File: src/rtl/whac_round_timer_if.sv
// Signal bundle between the game logic and the round timer.
// The master side drives the game controls; the slave side is the timer.
interface whac_round_timer_if;
  logic       start;
  logic       pause;
  logic       hit;
  logic [7:0] target;
  logic       running;
  logic [6:0] secs_left;
  logic [3:0] secs_tens;
  logic [3:0] secs_ones;
  logic [7:0] score;
  logic       timeUp;
  logic       W;
  logic       enable;

  modport master (
    output start, pause, hit, target,
    input  running, secs_left, secs_tens, secs_ones, score, timeUp, W, enable
  );

  modport slave (
    input  start, pause, hit, target,
    output running, secs_left, secs_tens, secs_ones, score, timeUp, W, enable
  );
endinterface

File: src/rtl/whac_round_timer.sv
// Round controller for whac-a-go: per-round countdown, hit scoring against a
// target latched at start, and the timeUp / W / enable outputs that drive the
// sound-effect player. Remaining seconds are exported in binary and BCD.
//
//   state   | meaning
//   IDLE    | after reset, waiting for the first start; audio disabled
//   RUN     | counting down, hits are scored
//   PAUSE   | countdown frozen, prescaler held, hits ignored
//   EXPIRED | timeUp held high for TIMEUP_HOLD cycles
//   DONE    | round over, score / W / secs_left=0 held until next start
module whac_round_timer #(
  parameter int CLOCK_FREQUENCY = 50000000,
  parameter int ROUND_SECONDS   = 30,
  parameter int TIMEUP_HOLD     = 50000000
) (
  input logic               CLOCK_50,
  input logic               reset,
  whac_round_timer_if.slave bus
);

  localparam int PW = (CLOCK_FREQUENCY > 1) ? $clog2(CLOCK_FREQUENCY) : 1;
  localparam int HW = (TIMEUP_HOLD > 1) ? $clog2(TIMEUP_HOLD) : 1;
  localparam logic [PW-1:0] PRESC_RELOAD = PW'(CLOCK_FREQUENCY - 1);
  localparam logic [HW-1:0] HOLD_RELOAD  = HW'(TIMEUP_HOLD - 1);
  localparam logic [6:0]    SECS_INIT    = 7'(ROUND_SECONDS);

  typedef enum logic [2:0] {IDLE, RUN, PAUSE, EXPIRED, DONE} state_t;

  state_t        state;
  logic [PW-1:0] presc;
  logic [HW-1:0] hold;
  logic [7:0]    target_q;
  logic [6:0]    secs_q;
  logic [7:0]    score_q;
  logic          running_q;
  logic          time_up_q;
  logic          w_q;
  logic          enable_q;

  logic          counting;
  logic          tick;
  logic [7:0]    score_next;

  // Countdown advances in RUN, and also on the cycle PAUSE releases, so a
  // pause of N cycles delays expiry by exactly N cycles.
  always_comb begin
    counting   = ((state == RUN) || (state == PAUSE)) && !bus.pause;
    tick       = counting && (presc == '0);
    score_next = score_q;
    if ((state == RUN) && bus.hit && (score_q != 8'hFF))
      score_next = score_q + 8'd1;
  end

  // Round FSM with all outputs registered.
  always_ff @(posedge CLOCK_50 or posedge reset) begin
    if (reset) begin
      state     <= IDLE;
      presc     <= PRESC_RELOAD;
      hold      <= '0;
      target_q  <= '0;
      secs_q    <= SECS_INIT;
      score_q   <= '0;
      running_q <= 1'b0;
      time_up_q <= 1'b0;
      w_q       <= 1'b0;
      enable_q  <= 1'b0;
    end else begin
      case (state)
        IDLE, DONE: begin
          if (bus.start) begin
            state     <= RUN;
            presc     <= PRESC_RELOAD;
            target_q  <= bus.target;
            secs_q    <= SECS_INIT;
            score_q   <= '0;
            w_q       <= 1'b0;
            running_q <= 1'b1;
            time_up_q <= 1'b0;
            enable_q  <= 1'b1;
          end
        end
        RUN, PAUSE: begin
          score_q <= score_next;
          if (bus.pause) begin
            state <= PAUSE;
          end else begin
            state <= RUN;
            if (tick) begin
              presc  <= PRESC_RELOAD;
              secs_q <= secs_q - 7'd1;
              // W includes a hit landing on the expiry cycle itself.
              if (secs_q == 7'd1) begin
                state     <= EXPIRED;
                running_q <= 1'b0;
                time_up_q <= 1'b1;
                hold      <= HOLD_RELOAD;
                w_q       <= (score_next >= target_q);
              end
            end else begin
              presc <= presc - 1'b1;
            end
          end
        end
        EXPIRED: begin
          if (hold == '0) begin
            state     <= DONE;
            time_up_q <= 1'b0;
          end else begin
            hold <= hold - 1'b1;
          end
        end
        default: begin
          state     <= IDLE;
          running_q <= 1'b0;
          time_up_q <= 1'b0;
          enable_q  <= 1'b0;
        end
      endcase
    end
  end

  assign bus.running   = running_q;
  assign bus.secs_left = secs_q;
  assign bus.secs_tens = 4'(secs_q / 7'd10);
  assign bus.secs_ones = 4'(secs_q % 7'd10);
  assign bus.score     = score_q;
  assign bus.timeUp    = time_up_q;
  assign bus.W         = w_q;
  assign bus.enable    = enable_q;

endmodule

File: src/flat_wrapper.sv
// flat-port wrapper written by rule: the top's interface ports become plain ports
module whac_round_timer_flat 
#(
  parameter int CLOCK_FREQUENCY = 50000000,
  parameter int ROUND_SECONDS   = 30,
  parameter int TIMEUP_HOLD     = 50000000
)
  (CLOCK_50, reset, bus_start, bus_pause, bus_hit, bus_target, bus_running, bus_secs_left, bus_secs_tens, bus_secs_ones, bus_score, bus_timeUp, bus_W, bus_enable);
  whac_round_timer_if bus_i ();
  input logic CLOCK_50;
  input logic reset;
  input wire logic [$bits(bus_i.start)-1:0] bus_start;
  input wire logic [$bits(bus_i.pause)-1:0] bus_pause;
  input wire logic [$bits(bus_i.hit)-1:0] bus_hit;
  input wire logic [$bits(bus_i.target)-1:0] bus_target;
  output wire logic [$bits(bus_i.running)-1:0] bus_running;
  output wire logic [$bits(bus_i.secs_left)-1:0] bus_secs_left;
  output wire logic [$bits(bus_i.secs_tens)-1:0] bus_secs_tens;
  output wire logic [$bits(bus_i.secs_ones)-1:0] bus_secs_ones;
  output wire logic [$bits(bus_i.score)-1:0] bus_score;
  output wire logic [$bits(bus_i.timeUp)-1:0] bus_timeUp;
  output wire logic [$bits(bus_i.W)-1:0] bus_W;
  output wire logic [$bits(bus_i.enable)-1:0] bus_enable;
  assign bus_i.start = bus_start;
  assign bus_i.pause = bus_pause;
  assign bus_i.hit = bus_hit;
  assign bus_i.target = bus_target;
  assign bus_running = bus_i.running;
  assign bus_secs_left = bus_i.secs_left;
  assign bus_secs_tens = bus_i.secs_tens;
  assign bus_secs_ones = bus_i.secs_ones;
  assign bus_score = bus_i.score;
  assign bus_timeUp = bus_i.timeUp;
  assign bus_W = bus_i.W;
  assign bus_enable = bus_i.enable;
  whac_round_timer #(.CLOCK_FREQUENCY(CLOCK_FREQUENCY), .ROUND_SECONDS(ROUND_SECONDS), .TIMEUP_HOLD(TIMEUP_HOLD)) u_core (.CLOCK_50(CLOCK_50), .reset(reset), .bus(bus_i));
endmodule
File: config.mk
export PLATFORM = sky130hd
export DESIGN_NAME = whac_round_timer_flat
export DESIGN_NICKNAME = d
export VERILOG_FILES = /design/src/rtl/whac_round_timer_if.sv /design/src/rtl/whac_round_timer.sv /design/src/flat_wrapper.sv
export SDC_FILE = /design/constraint.sdc
export NUM_CORES = 1
export LEC_CHECK = 0
export ABC_AREA = 1
export ABC_CLOCK_PERIOD_IN_PS = 2900
export BUFFER_PORTS_ARGS = -buffer_cell sky130_fd_sc_hd__clkbuf_2
export CAP_MARGIN = 15
export CORE_AREA = 2 2 95 97
export CTS_CLUSTER_DIAMETER = 80
export DETAILED_ROUTE_END_ITERATION = 8
export DIE_AREA = 0 0 97 99
export PLACE_DENSITY = 0.78
export SYNTH_ARGS = -nofsm -noshare
export SYNTH_HDL_FRONTEND = slang
export SYNTH_SLANG_ARGS = --single-unit
export TNS_END_PERCENT = 30
File: constraint.sdc
create_clock -name CLOCK_50 -period 2.9 [get_ports CLOCK_50]
set_clock_uncertainty 0.2 [all_clocks]
set_input_delay 0.435 -clock CLOCK_50 [delete_from_list [all_inputs] [get_ports CLOCK_50]]
set_output_delay 0.435 -clock CLOCK_50 [all_outputs]
set_load 0.05 [all_outputs]
Word level (Yosys, flattened, before mapping) --
Index checks and enable logic that the tools add are counted.
Word-level totals: bits in registers 82, bits of input ports 13, logic and storage cells 93
Cells by class: reduce and logical (&&, ||, !) cells 24, muxes and demuxes 38, $add $sub $neg 4, equal/unequal tests 12, bitwise logic cells 2, $lt $le $gt $ge 1, divide/modulo/power cells 2
Operators by type and width (count):
- $mux W26 | 7
- $pmux W26 S2 | 2
- $logic_not A26 Y1 | 2
- $sub A26 B1 Y26 const B | 2
- $mux W7 | 3
- $reduce_and A5 Y1 | 4
- $mux W8 | 2
- $pmux W8 S2 | 1
- $pmux W7 S2 | 1
- $mux W1 | 12
- $mux W3 | 4
- $pmux W3 S3 | 1
- $add A8 B1 Y8 const B | 1
- $ge A8 B8 Y1 | 1
- $ne A8 B8 Y1 const B | 1
- $reduce_and A2 Y1 | 4
- $div A7 B4 Y7 const B | 1
- $eq A7 B1 Y1 const B | 1
- $mod A7 B4 Y7 const B | 1
- $sub A7 B1 Y7 const B | 1
- $eq A3 B2 Y1 const B | 2
- $ne A2 B1 Y1 const B | 3
- $ne A2 B2 Y1 const B | 3
- $pmux W1 S3 | 2
- 14 further kinds | 21

Depth between registers and ports, before layout --
word-level depth 9, gate-level depth with buffers 19, depth with buffers taken out 19

Worst setup path after synthesis --
No wires, ideal clock.
path kind reg2out, start register u_core.secs_q[4], in the netlist u_core.bus.secs_left[4], end output bus_secs_ones[3], data arrival time 3.630 ns, buffers on the path 0, setup slack -1.365 ns, cell stages (with the launch flop) 14, cells stage by stage dfstp_2 inv_2 a21boi_1 nand2_1 nand2_2 nand2_1 nand3_1 nand2_1 nand2_1 nand2_1 nand2_1 inv_1 ha_1 o21ai_0
On the way: cells in the longest elaborated chain, start to end 1
RTL lines:
- start, declared | line whac_round_timer.sv:33 | logic [6:0] secs_q;
- start signal, assigned | line whac_round_timer.sv:90 | secs_q <= secs_q - 7'd1;
- $mod A7 B4 Y7 | line whac_round_timer.sv:125 | assign bus.secs_ones = 4'(secs_q % 7'd10);
- end, declared | line flat_wrapper.sv:19 | output wire logic [$bits(bus_i.secs_ones)-1:0] bus_secs_ones;
No other way between the ends.

Final worst setup path --
start register u_core.secs_q[4], in the netlist u_core.bus.secs_left[4], end output bus_secs_ones[2]
Same word-level chain as after synthesis.

==> results.cfg <==
[status]
status = finished with violations
violations = negative setup slack

[global_routing]
first_global_vias = 4471
antenna_found_initial = 0
grt_usage = 0.249
grt_pass1_wl_um = 20100
grt_max_degree = 83
grt_overflow = 0

[worst_setup_path]
cp.required_ps = 2270
crit_type = flip-flop to output port
crit_family = simple AND/OR/NAND/NOR gates
cp_common_cell = nand2_4
cp.depth = 18
reg2reg_depth = 16
cp-end-kind = output port
path_buf_inv = 5
max_stage_delay_ps = 660
cp-start-kind = flip-flop
cp_slowest_cell = dfstp_4
path_max_fanout = 4
crit_chain = inv_6, a21boi_4, nand2_4, nand3_1, nand2_4, inv_2, nand2_4, nand2_4, nand2_4, nand2_4, inv_4, ha_4, inv_2, nand3_4, nand3_4, nand2_2, nand2_4, clkbuf_16
cp_data_arrival_time_ps = 2730

[synthesis]
post-synth-top-area-fraction = 0.302
synthFlopType = dfrtp_1
synth_area_sq_um = 4970
async_flop_share = 1.00
synth.avg_cell_area_sq_um = 7.52
ys_types = 44
synth_cells = 661
syn_nets = 690
synth.most_common_cell = nand2_1
synth_top_area_cell = dfrtp_1
ys_ff_latch = 82
ys_warn_count = 0
netlist_top_cells_area = dfrtp_1 (30%), dfstp_2 (12%), nand2_1 (10%)
synth_common_cells = nand2_1 (132), nor2_1 (101), inv_1 (73), dfrtp_1 (60), o21ai_0 (59)
ys_seq_area_frac = 0.418
synth_edf_count = 0

[power]
p_per_area_nw_per_um2 = 379
p_total_w = 0.00224
pwr-share-clk = 0.353
p_int_w = 0.00159
p_switching_w = 0.000652
p_seq_frac = 0.528
vdd_ir_drop_max_v = 0.000201
switching_share = 0.291
power_frac_comb = 0.119
p_leak_nw = 2.72

[timing]
max_freq_mhz = 297
worst_pin_slew_ps = 633
fin_crit_ps = 3360
period_share = 1.16
drv_slew = 0
fin_setup_tns_ps = -1540
setup_viol = 4
slew_headroom = 0.577
hold_violations = 0
rsz0062_at_grt = true
worst_slack_ps = -463
hold-worst-slack_ps = 87.0

[floorplan]
dieHeight_um = 99
rows = 34
die_area_sq_um = 9600
boundaryPins = 40
die_width_um = 97
core_area_sq_um = 8550
start_util = 0.582

[cts]
cts_inserted_buffers = 9
worstSkewPairLatency_ps = 370
htree_levels = 3
cts_tree = yes
root_buffer = clkbuf_8
clk_pin_slew_ps = 100
cts_sinks = 82
cts_max_path_buffers = 2

[detailed_routing]
vias = 4580
drt-met1-wl_um = 5270
dr_wl_met2_um = 5510
wl_per_cell_um = 13.8
met3_length_um = 436
drt_wl_total_um = 11600
drt-vias-per-instance = 5.49
top_layer = met4
drt_iter0_drc = 279
drc = 0
postRouteAntennaNets = 0
first_pass_iters = 4

[hold_path]
holdCritPathClass = input pin to flip-flop
whs_path_depth = 2

[cells_and_area]
finish.instance_area_sq_um = 5930
n_antenna_cell = 0
final_nets = 751
layout-drive-gt1-share = 0.217
syn_to_final_growth_pct = 19.2

[placed_design]
dpl_cell_area_sq_um = 5510
place_congestion = 0.903
portBuffers = 39
dp_hpwl_um = 8200

[job]
drv_cap = 0
path summary, 6_finish.rpt:
kind,endpoint,startpoint,slack [ps]
max in group asynchronous,u_core.bus.secs_left[4]$_DFFE_PP1P_,reset,1660
worst max-delay path,bus_secs_ones[2],u_core.bus.secs_left[4]$_DFFE_PP1P_,-460
min in group asynchronous,u_core.hold[22]$_DFFE_PP0P_,reset,470
worst min-delay path,u_core.target_q[0]$_DFFE_PP0P_,bus_target[0],90
worst max register to register,u_core.bus.W$_DFFE_PP0P_,u_core.bus.score[0]$_DFFE_PP0P_,160
worst min register to register,u_core.presc[8]$_DFFE_PP0P_,u_core.presc[8]$_DFFE_PP0P_,290
cell usage in the layout, fill, tap and decap left out, drive strengths merged, types with 6 or more instances in the layout:
cell type,Yosys,routed
a21oi,24,24
buf,6,25
clkbuf,7,46
dfrtp,60,60
dfstp,22,22
ha,16,16
inv,77,80
nand2,136,136
nand3,59,59
nand3b,6,6
nand4,9,9
nor2,104,104
nor3,17,17
o21ai,63,63
o31ai,7,7
xor2,28,28
power groups by stage:
stage | logic (W) | registers, W | clock network, W
2_1_floorplan | 0.000145 | 0.00121 | 0
3_3_place_gp | 0.000207 | 0.00120 | 0
3_5_place_dp | 0.000215 | 0.00120 | 0
4_1_cts | 0.000254 | 0.00118 | 0.000816
5_1_grt | 0.000287 | 0.00119 | 0.000859
6_report | 0.000267 | 0.00118 | 0.000792
final cells by class:
cell class / count / area (sq um)
Clock buffer: 9 / 124
Multi-Input combinational cell: 488 / 2760
Sequential cell: 82 / 2090
Timing Repair Buffer: 63 / 450
Inverter: 78 / 308
Clock inverter: 7 / 60.1
Fill cell: 689 / 2620
Tap cell: 108 / 135
cell families (layout without fill, tap and decap cells):
logic type	Yosys count	in the layout	share of synthesized area
fa+ha+maj	16	16	0.0403
simple gates	339	339	0.303
buf+inv	91	157	0.0725
xor+xnor	29	29	0.0511
mux	1	1	0.00226
compound gates	103	103	0.113
flops	82	82	0.418
through the flow:
stage	worst slack [ps]	instances	utilization
floorplan	-266	661	-
global placement	-19.3	812	0.645
detailed placement	-152	812	0.645
CTS	-358	835	0.685
global route	-558	835	0.693
finish	-463	835	0.693
routing by layer:
layer / global-route usage / vias up
li1: - / 2288
met1: 0.334 / 2158
met2: 0.409 / 106
met3: 0.0418 / 28
met4: 0.0953 / 0
met5: 0 / -
sequential cells by signal, summed over array words and instances (netlist names):
signal                count
u_core.bus.timeUp         1
u_core.bus.score          8
u_core.state              3
u_core.bus.running        1
u_core.bus.W              1
u_core.target_q           8
u_core.bus.enable         1
u_core.bus.secs_left      7
u_core.hold              26
u_core.presc             26
timing repair:
item                                   in CTS  in global routing
pin swaps                                  12                 10
endpoints found under the hold margin      60                  0
setup buffers                               6                  0
resized for setup                          23                 18
hold buffers                                1                  0
setup endpoints to repair                   4                 12
No activity file was read; power rests on OpenSTA's default activity.
